`src/rtl/minmax_pkg.sv`:
```
// minmax_pkg: shared types and defaults for the min/max tracker.
// Holds the FSM state enum and default WIDTH/WINDOW values.
package minmax_pkg;

  typedef enum logic [1:0] {
    ST_EMPTY  = 2'd0,
    ST_TRACK  = 2'd1,
    ST_REPORT = 2'd2
  } state_t;

  localparam int DEF_WIDTH  = 4;
  localparam int DEF_WINDOW = 8;

endpackage

```
`src/rtl/minmax_cmp.sv`:
```
// minmax_cmp: unsigned WIDTH-bit magnitude comparator.
// Ports: a, b in; eq (a==b), gt (a>b), lt (a<b) out.
module minmax_cmp #(
  parameter int WIDTH = 4
) (
  input  logic [WIDTH-1:0] a,
  input  logic [WIDTH-1:0] b,
  output logic             eq,
  output logic             gt,
  output logic             lt
);

  assign eq = (a == b);
  assign gt = (a > b);
  assign lt = (a < b);

endmodule

```
`src/rtl/minmax_tracker.sv`:
```
// minmax_tracker: reports max/min of each WINDOW-sample block.
// Ports: clk, rst_n (sync, active-low), clear; in_valid/in_ready/
// in_data sample input; out_valid/out_ready/out_max/out_min
// report. Macro MINMAX_TIE_COUNT_EN adds tie_cnt (count of max).
module minmax_tracker
  import minmax_pkg::*;
#(
  parameter int WIDTH  = DEF_WIDTH,
  parameter int WINDOW = DEF_WINDOW
) (
  input  logic             clk,
  input  logic             rst_n,
  input  logic             in_valid,
  output logic             in_ready,
  input  logic [WIDTH-1:0] in_data,
  input  logic             clear,
  output logic             out_valid,
  input  logic             out_ready,
  output logic [WIDTH-1:0] out_max,
  output logic [WIDTH-1:0] out_min
`ifdef MINMAX_TIE_COUNT_EN
  ,
  output logic [7:0]       tie_cnt
`endif
);

  localparam logic [7:0] WIN = 8'(WINDOW);

  state_t           state;
  logic [7:0]       cnt;
  logic [7:0]       cnt_nxt;
  logic [WIDTH-1:0] cur_max;
  logic [WIDTH-1:0] cur_min;
  logic [WIDTH-1:0] nxt_max;
  logic [WIDTH-1:0] nxt_min;
  logic             acc;
  logic             first;
  logic             last;
  logic             max_eq, max_gt, max_lt;
  logic             min_eq, min_gt, min_lt;

  minmax_cmp #(.WIDTH(WIDTH)) u_cmp_max (
    .a  (in_data),
    .b  (cur_max),
    .eq (max_eq),
    .gt (max_gt),
    .lt (max_lt)
  );

  minmax_cmp #(.WIDTH(WIDTH)) u_cmp_min (
    .a  (in_data),
    .b  (cur_min),
    .eq (min_eq),
    .gt (min_gt),
    .lt (min_lt)
  );

  assign in_ready  = (state != ST_REPORT);
  assign out_valid = (state == ST_REPORT);
  assign acc       = in_valid & in_ready;
  assign first     = (state == ST_EMPTY);
  assign cnt_nxt   = first ? 8'd1 : cnt + 8'd1;
  assign last      = (cnt_nxt >= WIN);

  // Equal samples leave both extremes untouched.
  always_comb begin
    nxt_max = cur_max;
    nxt_min = cur_min;
    if (first) begin
      nxt_max = in_data;
      nxt_min = in_data;
    end else begin
      if (max_gt) nxt_max = in_data;
      if (min_lt) nxt_min = in_data;
    end
  end

  always_ff @(posedge clk) begin
    if (!rst_n) begin
      state   <= ST_EMPTY;
      cnt     <= '0;
      cur_max <= '0;
      cur_min <= '0;
      out_max <= '0;
      out_min <= '0;
    end else if (clear) begin
      state <= ST_EMPTY;
      cnt   <= '0;
    end else begin
      unique case (1'b1)
        acc: begin
          cnt     <= cnt_nxt;
          cur_max <= nxt_max;
          cur_min <= nxt_min;
          if (last) begin
            state   <= ST_REPORT;
            out_max <= nxt_max;
            out_min <= nxt_min;
          end else begin
            state <= ST_TRACK;
          end
        end
        (out_valid && out_ready): begin
          state <= ST_EMPTY;
          cnt   <= '0;
        end
        default: ;
      endcase
    end
  end

`ifdef MINMAX_TIE_COUNT_EN
  logic [7:0] tie_run;
  logic [7:0] tie_nxt;

  // Run restarts on a new maximum, grows on a repeat of it.
  always_comb begin
    tie_nxt = tie_run;
    if (first || max_gt) tie_nxt = 8'd1;
    else if (max_eq)     tie_nxt = tie_run + 8'd1;
  end

  always_ff @(posedge clk) begin
    if (!rst_n) begin
      tie_run <= '0;
      tie_cnt <= '0;
    end else if (clear) begin
      tie_run <= '0;
    end else if (acc) begin
      tie_run <= tie_nxt;
      if (last) tie_cnt <= tie_nxt;
    end
  end

  logic unused_cmp;
  assign unused_cmp = ^{max_lt, min_gt, min_eq};
`else
  logic unused_cmp;
  assign unused_cmp = ^{max_eq, max_lt, min_gt, min_eq};
`endif

endmodule

```
`config.mk`:
```
export PLATFORM = sky130hd
export DESIGN_NAME = minmax_tracker
export DESIGN_NICKNAME = d
export VERILOG_FILES = /design/src/rtl/minmax_pkg.sv /design/src/rtl/minmax_cmp.sv /design/src/rtl/minmax_tracker.sv
export SDC_FILE = /design/constraint.sdc
export NUM_CORES = 1
export LEC_CHECK = 0
export CAP_MARGIN = 25
export CORE_AREA = 2 2 82 84
export CTS_BUF_LIST = sky130_fd_sc_hd__clkbuf_8 sky130_fd_sc_hd__clkbuf_16
export DETAILED_ROUTE_END_ITERATION = 8
export DIE_AREA = 0 0 84 86
export GPL_ROUTABILITY_DRIVEN = 0
export PLACE_DENSITY = 0.53
export REMOVE_ABC_BUFFERS = 1
export SLEW_MARGIN = 10
export SYNTH_ARGS = -nofsm -noshare
export SYNTH_HDL_FRONTEND = slang
export SYNTH_SLANG_ARGS = --single-unit
```
`constraint.sdc`:
```
create_clock -name clk -period 2.8 [get_ports clk]
set_input_delay 0.84 -clock clk [delete_from_list [all_inputs] [get_ports clk]]
set_output_delay 0.84 -clock clk [all_outputs]
set_load 0.005 [all_outputs]
```
# [Yosys cells after proc, flatten, opt, wreduce, memory -nomap -nowiden]
# Index checks and enable logic that the tools add are counted.
[totals] output_inout_bits=10 in_bits=9 wordCells=29 ff_bits=26
[op_classes] order_cmp=3 reduce_logical=6 eq_ne=2 n_bitwise=3 n_addsub=1 muxes=8
[ops] op="$mux 4" count=4
[ops] op="$pmux 8 s2" count=1
[ops] op="$add 8x1->8 const B" count=1
[ops] op="$ge 8x4->1 const B" count=1
[ops] op="$mux 8" count=1
[ops] op="$gt 4x4->1" count=1
[ops] op="$lt 4x4->1" count=1
[ops] op="$pmux 2 s2" count=1
[ops] op="$reduce_and 3->1" count=1
[ops] op="$eq 2x2->1 const B" count=1
[ops] op="$logic_not 2->1" count=1
[ops] op="$mux 2" count=1
[ops] op="$ne 2x2->1 const B" count=1
[ops] op="$not 1->1" count=2
[ops] op="$reduce_and 2->1" count=1
[ops] op="$reduce_bool 2->1" count=1
[ops] op="$reduce_or 2->1" count=1
[ops] op="$and 1x1->1" count=1
[ops] op="$logic_and 1x1->1" count=1

# [Longest topological paths before layout]
# Gate-level depths: netlist (run 1).
[logic_depth] ltp_word=5 ltp_mapped=7 depth_no_buf=7

# [Hierarchy]
# A second synthesis (run 1) with hierarchy kept.
[hier_totals] hier_cells=187 hier_area_um2=1607.8
[by_module_without_submodules] mod="minmax_tracker" cells_each=155 area_each_um2=1350.0 instances=1 seq_area_each_um2=520.5
[by_module_without_submodules] mod="minmax_cmp" cells_each=16 area_each_um2=128.9 instances=2 seq_area_each_um2=0.0

# [Least setup slack after synthesis (run 1)]
# Ideal clock, no wire load.
[synth_path] kind="input -> register" startpoint="input port in_data[3]" endpoint="register out_max[1]" n_path_buf=0 t_required_ns=2.670 setup_slack_ns=0.439 t_arrival_ns=2.231 cell_stages=6 setup_ns=0.130 cell_sequence="ha_1 > and4b_1 > a2111o_1 > and3_1 > o21ai_0 > mux2i_1"
[synth_via] elab_chain_cells=3
[synth_lines] item="start, declared" line="minmax_tracker.sv:15" text="input logic [WIDTH-1:0] in_data,"
[synth_lines] item="$gt 4x4->1" line="minmax_cmp.sv:14" text="assign gt = (a > b);"
[synth_lines] item="$mux 4" line="minmax_tracker.sv:73" text="if (max_gt) nxt_max = in_data;"
[synth_lines] item="$mux 4" line="minmax_tracker.sv:69" text="if (first) begin"
[synth_lines] item="end signal, assigned" line="minmax_tracker.sv:97" text="out_max <= nxt_max;"
[synth_lines] item="end, declared" line="minmax_tracker.sv:19" text="output logic [WIDTH-1:0] out_max,"
# Every way passes these cells.
# A chain may end at the register's enable or synchronous reset.

# [Worst setup path in the final report (run 1)]
[layout_path] startpoint="input port in_data[3]" endpoint="register out_max[2]"
# The elaborated chain is that of the path after synthesis.

==> metrics.yaml, run 1 <==
outcome: "complete, no violations"
num-fill-cells: 664
start_util: 0.2557
area_growth_syn_to_layout_pct: 24.55
worstPathCellList: "clkdlybuf4s50_1, ha_1, and4b_1, a2111o_1, and3_1, o21ai_0, mux2i_1"
fin_nets: 237
r2r-end: "out_max[2]$_SDFFE_PN0P_"
slowest_stage: "a2111o_1"
grtUsageTotal: 0.1108
antenna_found_initial: 0
ys_seq_area_frac: 0.3242
drive_gt1_frac: 0.1416
synth.distinct_cells: 47
cts.sinks: 26
grt_start_max_net_pins: 16
fin_cells: 296
cts_hold_repair.buffers: 0
switching_share: 0.2437
die_w_um: 84
met1_usage: 0.1369
power_leakage_uw: 0.0007811
clk_latency_ps: 270
mostFrequentLayoutCell: "dfxtp_1"
rsz0062_at_grt: "false"
min_path_type: "flip-flop to flip-flop"
fin_skew_ps: 3.589
synth.avg_cell_area_sq_um: 8.449
numPortBuffers: 18
seqPwrFrac: 0.467
grt_util_met3: 0.02502
p_switching_uw: 200.7
peakVddDrop_mv: 0.1778
first_iter_violations: 60
power_uw: 823.6
relSlewSlack: 0.7056
clk_path_buf_depth: 2
yosys.area.top_type: "dfxtp_1"
cp.arrival_ps: 2830
pwr_density_cell_nw_per_um2: 411.9
path_clk_slew_ps: 100
setup_viol: 0
grt_pass1_wl_mm: 6.520
cts-buffers-inserted: 3
reg2regPathDepth: 7
placed_cells: 292
synthesis.area_sq_um: 1605
hold_ws_ps: 462.8
critPathLaunch: "in_data[3]"
cp-end-kind: "flip-flop"
yosysTopAreaCellShare: 0.3242
fin_crit_ps: 2670
p_comb_frac: 0.142
cap_viol_max_count: 0
worstSetupPathType: "primary input to flip-flop"
slowest_delay_ps: 460
drtPass1Iterations: 4
synth_area_leaders: "dfxtp_1 (32%), ha_1 (6.2%), mux2i_1 (5.6%)"
crit_end: "out_max[2]$_SDFFE_PN0P_"
grt_overflow: 0
ios: 19
fin_crit_sh: 0.9535
multi_input_area_sq_um: 988.4
synthArstFlopShare: 0
final_core_util: 0.3185
htree_levels: 1
wire_per_inst_um: 13.01
maxSlewViolCount: 0
p_int_uw: 622.9
vias: 1477
fp.dieArea_sq_um: 7224
drt-vias-per-instance: 4.990
path_depth: 7
area.sequential_sq_um: 520.5
ys_seq_elements: 26
ys.flop_type: "dfxtp_1"
netlist_instances: 190
row_count: 29
synth_edf_count: 0
ctsRootBufferMaster: "clkbuf_8"
required_ps: 2960
ant_nets: 0
start_kind: "primary input"
drc: 0
crit_buf_inv: 1
place_hpwl_mm: 2.915
grt_pass1_vias: 1397
cp_max_fo: 5
drt-total-wl_mm: 3.851
core_sq_um: 6277
ys_warn_count: 0
clockPowerShare: 0.391
r2r_start: "cur_max[3]$_SDFFE_PN0P_"
top_usage_layer: "met2"
rrSetupSlack_ps: 770
cts_tree: "built"
diodes: 0
die_y_um: 86
layout_common_cells: "dfxtp_1 (26), nand2_1 (20), clkdlybuf4s50_1 (18), o21ai_0 (16), buf_4 (14)"
hold_violations: 0
grt.met2_usage: 0.2007
fmax_mhz: 374.6
post_cts_buffers: 0
worstMarginPinSlew_ps: 441.1
cts_resized: 0
critical-path-top-delay-family: "compound AO/OA/AOI/OAI gates"
[worst min-delay path by stage]
stage,from,end,slack [ps],cells past startpoint
global route,out_min[1]$_SDFFE_PN0P_,out_min[1]$_SDFFE_PN0P_,500,2
floorplan,cur_min[3]$_SDFFE_PN0P_,cur_min[3]$_SDFFE_PN0P_,440,2
CTS,cur_min[3]$_SDFFE_PN0P_,cur_min[3]$_SDFFE_PN0P_,470,2
global placement,cur_min[3]$_SDFFE_PN0P_,cur_min[3]$_SDFFE_PN0P_,450,2
detailed placement,cur_min[3]$_SDFFE_PN0P_,cur_min[3]$_SDFFE_PN0P_,450,2
finish,cur_min[3]$_SDFFE_PN0P_,cur_min[3]$_SDFFE_PN0P_,460,2
[power by group through the flow]
stage	sequential, uW	combinational (uW)	clock [uW]
finish	384	117	322
global route	386	133	342
CTS	384	118	337
detailed placement	393	117	0
global placement	393	116	0
floorplan	391	66.7	0
[area by class of cell]
type,instances,share of cell area
clock inverters,1,0.01502
clock buffers,3,0.02065
inverters,10,0.01877
repair buffers,32,0.1427
flip-flops and latches,26,0.2603
well taps,77,0.04819
multi-input cells,147,0.4944
[per-stage QoR]
step | area (sq um) | TNS [ps] | setup slack, ps
after floorplan | 1546 | 0 | 439.3
after global placement | 1928 | -343.4 | -108.2
after detailed placement | 1928 | -478.0 | -144.3
after CTS | 1999 | 0 | 160.5
after global routing | 1999 | 0 | 69.15
final | 1999 | 0 | 130.3
[cells by family after synthesis]
| logic type | after synthesis | share of synthesized area |
|---|---|---|
| buffers and inverters | 17 | 0.06001 |
| and+or+nand+nor | 69 | 0.2229 |
| adders and majority gates | 8 | 0.06236 |
| muxes | 9 | 0.05612 |
| xor gates and xnor gates | 1 | 0.005457 |
| AOI/OAI and AO/OA | 60 | 0.2689 |
| DFF | 26 | 0.3242 |
[metal layers]
layer | part of all wire | vias up | wire (um)
li1 | - | 757 | -
met4 | 0.0049 | 0 | 19
met2 | 0.47 | 15 | 1812
met1 | 0.50 | 703 | 1912
met3 | 0.028 | 2 | 106
met5 | 0 | - | 0
[synthesized netlist by cell type (3+ instances only)]
cell type  number
a21o_1          4
a21oi_1        13
a311oi_1        5
a31oi_1         4
and3_1          4
dfxtp_1        26
ha_1            8
inv_1          10
mux2i_1         9
nand2_1        20
nand2b_1        4
nand3_1         4
nand4_1         5
nor2_1         13
nor2b_1         4
nor3_1          3
o21ai_0        16
o31ai_1         5
[worst min-delay path, delay by kind of cell, from the launching register on]
kind | cells | cell delay (ps)
compound gates | 1 | 50
flops | 1 | 320
simple gates | 1 | 50
[flip-flops by register name (all words and copies together) (netlist names)]
name,count
state,2
cnt,8
out_max,4
cur_max,4
cur_min,4
out_min,4
Power figures use the tool's default switching activity.
==> inputs of run 2 (changes only) <==
--- a/config.mk
+++ b/config.mk
@@ -8,6 +8,7 @@
 export CAP_MARGIN = 25
 export CORE_AREA = 2 2 82 84
 export CTS_BUF_LIST = sky130_fd_sc_hd__clkbuf_8 sky130_fd_sc_hd__clkbuf_16
+export CTS_CLUSTER_DIAMETER = 120
 export DETAILED_ROUTE_END_ITERATION = 8
 export DIE_AREA = 0 0 84 86
 export GPL_ROUTABILITY_DRIVEN = 0
==> results of run 2 <==
The final DEF is identical to that of run 1; final timing and power are the same.
==> inputs of run 3 (changes only) <==
--- a/config.mk
+++ b/config.mk
@@ -6,14 +6,15 @@
 export NUM_CORES = 1
 export LEC_CHECK = 0
 export CAP_MARGIN = 25
-export CORE_AREA = 2 2 82 84
+export CORE_AREA = 3 3 83 85
 export CTS_BUF_LIST = sky130_fd_sc_hd__clkbuf_8 sky130_fd_sc_hd__clkbuf_16
 export CTS_CLUSTER_DIAMETER = 120
 export DETAILED_ROUTE_END_ITERATION = 8
-export DIE_AREA = 0 0 84 86
+export DIE_AREA = 0 0 86 88
 export GPL_ROUTABILITY_DRIVEN = 0
 export PLACE_DENSITY = 0.53
 export REMOVE_ABC_BUFFERS = 1
+export SETUP_SLACK_MARGIN = 0.2
 export SLEW_MARGIN = 10
 export SYNTH_ARGS = -nofsm -noshare
 export SYNTH_HDL_FRONTEND = slang
==> run 3 against run 2 <==
First-iteration DRC count fell by 6.7%. Largest cell class unchanged. Worst setup slack better by 110 ps. Hold slack better by 2.6 ps. Clock power shrank 33%. Global-route usage down 0.32 points. Fmax grew 4.2%. Highest routed layer unchanged. Largest power group unchanged.
==> metrics.yaml, run 3 (synthesis results as in run 1) <==
outcome: "complete, no violations"
hold_violations: 0  # unchanged
num-fill-cells: 650  # -2.1%
power_leakage_uw: 0.0007960  # +1.9%
clk_path_buf_depth: 2  # unchanged
grtUsageTotal: 0.1076  # -0.003206
ctsRootBufferMaster: "clkbuf_8"
largest_reg_flops: 8  # unchanged
cts-buffers-inserted: 3  # unchanged
placed_area_sq_um: 1936  # +0.39%
layout_common_cells: "dfxtp_1 (26), nand2_1 (20), clkdlybuf4s50_1 (16), buf_4 (16), nor2_1 (13)"
peakVddDrop_mv: 0.1523  # -14%
grt_pass1_wl_mm: 6.541  # +0.32%
ant_nets: 0  # unchanged
required_ps: 2950  # about the same
path_clk_slew_ps: 90  # about the same
area_growth_syn_to_layout_pct: 26.89
drt-total-wl_mm: 3.935  # +2.2%
clk_latency_ps: 270  # about the same
antenna_found_initial: 0  # unchanged
die_w_um: 86  # +2.4%
diodes: 0  # unchanged
fmax_mhz: 390.4  # +4.2%
power_uw: 729.6  # -11%
cts_hold_repair.buffers: 0  # unchanged
grt_pass1_vias: 1386  # -0.79%
placed_cells: 293  # +0.34%
vias: 1454  # -1.6%
maxSlewViolCount: 0  # unchanged
cap_viol_max_count: 0  # unchanged
cts_tree: "built"
stdcell_area_sq_um: 2037  # +1.9%
fin_crit_ps: 2561  # -108.4 ps
cp.arrival_ps: 2710  # -120 ps
htree_levels: 1  # unchanged
drt-vias-per-instance: 4.896  # -1.9%
worstSetupPathType: "primary input to flip-flop"
core_sq_um: 6277  # unchanged
reg2regPathDepth: 6  # -1
top_register: "cnt"
fin_nets: 239  # +0.84%
grt_start_max_net_pins: 14  # -2
drtPass1Iterations: 4  # unchanged
place_hpwl_mm: 2.942  # +0.94%
numPortBuffers: 18  # unchanged
pwr_density_cell_nw_per_um2: 358.2  # -13%
fin_cells: 297  # +0.34%
mostFrequentLayoutCell: "dfxtp_1"
start_util: 0.2557  # unchanged
ios: 19  # unchanged
cts.sinks: 26  # unchanged
cp-end-kind: "flip-flop"
fin_skew_ps: 5.602  # +2.013 ps
die_y_um: 88  # +2.3%
first_iter_violations: 56  # -6.7%
min_path_type: "flip-flop to flip-flop"
worstMarginPinSlew_ps: 446.9  # +5.802 ps
fp.dieArea_sq_um: 7568  # +4.8%
drive_gt1_frac: 0.1773  # +0.03572
setup_slack_ps: 238.7  # +108.4 ps
grt_overflow: 0  # unchanged
fin_crit_sh: 0.9148  # -0.03870
wire_per_inst_um: 13.25  # +1.8%
setup_viol: 0  # unchanged
start_kind: "primary input"
cp_max_fo: 6  # +1
row_count: 29  # unchanged
dpl_worst_slack_ps: -122.2  # +22.04 ps
holdPathStages: 2  # unchanged
drc: 0  # unchanged
relSlewSlack: 0.7018  # -0.003872
rsz0062_at_grt: "false"
run 3: metal layers:
metal  global-route usage  routed length (um)
met3              0.01693                 136
met2               0.1773                1780
met5                    0                   0
met4              0.03022                  19
met1               0.1454                1998
run 3: cell type report:
| cell class | instances | area [sq um] | share of cell area |
|---|---|---|---|
| repair buffers | 34 | 305.3 | 0.1499 |
| clock buffers | 3 | 41.29 | 0.02027 |
| multi-input cells | 147 | 1036 | 0.5086 |
| inverters | 10 | 37.54 | 0.01843 |
| flip-flops and latches | 26 | 520.5 | 0.2555 |
| well taps | 77 | 96.34 | 0.04730 |
run 3: final timing paths:
check | endpoint | slack [ps] | start
max | cur_max[1]$_SDFFE_PN0P_ | 240 | in_data[3]
min | out_max[0]$_SDFFE_PN0P_ | 470 | out_max[0]$_SDFFE_PN0P_
max reg2reg | out_min[3]$_SDFFE_PN0P_ | 770 | cnt[0]$_SDFFE_PP0P_
min reg2reg | out_max[0]$_SDFFE_PN0P_ | 470 | out_max[0]$_SDFFE_PN0P_
run 3: power by group:
part | switching, uW | internal (uW)
registers | 6.41 | 378
logic | 69.0 | 60.1
clock network | 120 | 96.6
total | 195 | 534
run 3: repair_timing:
action / in CTS / in global routing
resized for setup: 1 / 12
pin swaps: 1 / 2
endpoints found under the hold margin: 0 / 0
setup endpoints to repair: 4 / 7
gates cloned: 0 / 0
buffers inserted: 0 / 1
run 3: stage by stage:
stage | utilization | TNS, ps | hold slack, ps
floorplan | - | 0 | 436.3
global placement | 0.3084 | -393.3 | 447.5
detailed placement | 0.3084 | -554.8 | 455.9
CTS | 0.3149 | 0 | 469.9
global route | 0.3245 | 0 | 498.6
finish | 0.3245 | 0 | 465.4
run 3: worst max-delay path, stage by stage:
cell and delay, ps:
clkdlybuf4s50_1 530, ha_4 230, and4b_1 210, a2111o_1 400, and3_1 250, nor3_2 180
a211oi_1 70
==> edit (flow settings as in run 2) <==
The option `MINMAX_TIE_COUNT_EN` is turned on by a define.
--- a/src/rtl/minmax_tracker.sv
+++ b/src/rtl/minmax_tracker.sv
@@ -2,6 +2,8 @@
 // Ports: clk, rst_n (sync, active-low), clear; in_valid/in_ready/
 // in_data sample input; out_valid/out_ready/out_max/out_min
 // report. Macro MINMAX_TIE_COUNT_EN adds tie_cnt (count of max).
+`define MINMAX_TIE_COUNT_EN
+
 module minmax_tracker
   import minmax_pkg::*;
 #(
Behaviour (old outputs only; new: tie_cnt): unchanged (Yosys induction, for registers that start in step).
==> edit against run 2 <==
  * Worst setup slack worse by 30 ps
  * Wire length is 55% higher
  * Sequential cell count is 16 higher
  * Synthesized area is 46% higher
  * Design area is 47% higher
  * Clock power is 51% higher
  * Global-route usage is 6.0 points higher
  * Power is 53% higher
  * Sequential power is 60% higher
  * Fmax is 1.1% lower
  * Critical path type unchanged
  * Largest power group unchanged
==> edit: results (changes against run 2) <==
global_routing:
  grt_pass1_wl_um: 9900  # +52%
  grt_use_total_pct: 17.1  # +6.0 points
  grt_max_degree: 18  # +2
finish:
  instances_no_fill: 414  # +40%
  num-nets-final: 354  # +49%
  drive_gt1_share_pct: 12.8  # -1.4 points
  fill_cells: 634  # -4.5%
logic_synthesis:
  synth_top_cells_by_area: "dfxtp_1 (36%), nand2_1 (6.4%), mux2i_1 (5.6%), ha_1 (4.8%), nor2_1 (4.7%)"
  synth-xor-area-share_pct: 1.87  # +1.3 points
  synthMuxAreaShare_pct: 5.56  # -0.047 points
  synth_compound_area_share_pct: 21.0  # -5.9 points
  synth_fa_ha_area_share_pct: 4.82  # -1.4 points
  syn_inst: 289  # +52%
  seq_area_frac_synth_pct: 36.0  # +3.5 points
  synth_cell_types: 49  # +4.3%
clock_network:
  cts_made_buffers: 5  # +2
  clock_path_buffers: 2  # unchanged
  ctsHtreeMaxLevel: 2  # +1
timing:
  drv_slew: 0  # unchanged
  fin_skew_ps: 4.71  # +1.12 ps
  worst_pin_slew_ps: 476  # +34.7 ps
drt:
  drt_iter0_drc: 90  # +50%
  wl_um: 5990  # +55%
hold_path:
  hold_path_class: "flop to flop"
  hp-start: "tie_cnt[2]"
status:
  status: "completed"
power:
  power.leakage_uw: 0.00112  # +43%
worst_setup_path:
  max_stage_delay_ps: 530  # +70 ps
  arrival_ps: 2870  # +40 ps
  crit_fanout: 7  # +2
  r2r-start: "state[0]"
  startpoint: "in_data[2]"
place:
  placedInstanceArea_sq_um: 2820  # +46%
  place_hpwl_um: 4300  # +48%
  portBuffers: 26  # +8
  place_inst: 404  # +38%
  pre_cts_ws_ps: -219  # -74.8 ps
-- edit: cell types whose count changed in the layout (fill, tap and decap cells not counted), sizes merged, moves of 8 or more --
cell	before	now
nor3	3	14
nor2	15	29
buf	14	28
dfxtp	26	42
clkdlybuf4s50	18	26
a21oi	13	22
nand2	20	40
-- edit: where the power goes --
part | switching [uW] | leakage [uW] | internal (uW)
Clock | 223 | 0.0000579 | 263
Combinational | 87.5 | 0.000722 | 69.5
Sequential | 8.36 | 0.000340 | 605
-- edit: routing by layer --
layer  wire [um]  GRT usage, %  vias to the layer above
met5           0             0                        -
met4          72          4.99                        0
met3         175          2.98                        7
met2        2770          28.4                       36
met1        2970          22.8                     1023
li1            -             -                     1146
-- edit: final timing paths --
check	slack, ps	depth (start not counted)	to
max	100	7	cur_max[2]
min	450	2	tie_cnt[2]
max reg2reg	660	7	tie_cnt[0]
min reg2reg	450	2	tie_cnt[2]
-- edit: final cells by class --
| class | instances | area, sq um | share of cell area, % |
|---|---|---|---|
| Multi-Input combinational cell | 221 | 1370 | 46.5 |
| Clock inverter | 3 | 40.0 | 1.36 |
| Tap cell | 77 | 96.3 | 3.27 |
| Sequential cell | 42 | 841 | 28.6 |
| Inverter | 12 | 45.0 | 1.53 |
| Clock buffer | 5 | 68.8 | 2.34 |
| Timing Repair Buffer | 54 | 483 | 16.4 |
-- edit: worst reg2reg max path, delay by kind of cell, from the launching register on --
family | cells | cell delay, ps
AND/OR/NAND/NOR | 3 | 660
flip-flops | 1 | 490
buffers and inverters | 2 | 420
AO/OA/AOI/OAI | 2 | 490
-- edit: repair_timing --
action	4_1_cts	5_1_grt
gates resized for setup	0	1
setup buffers	0	2
endpoints found under the setup margin	0	9
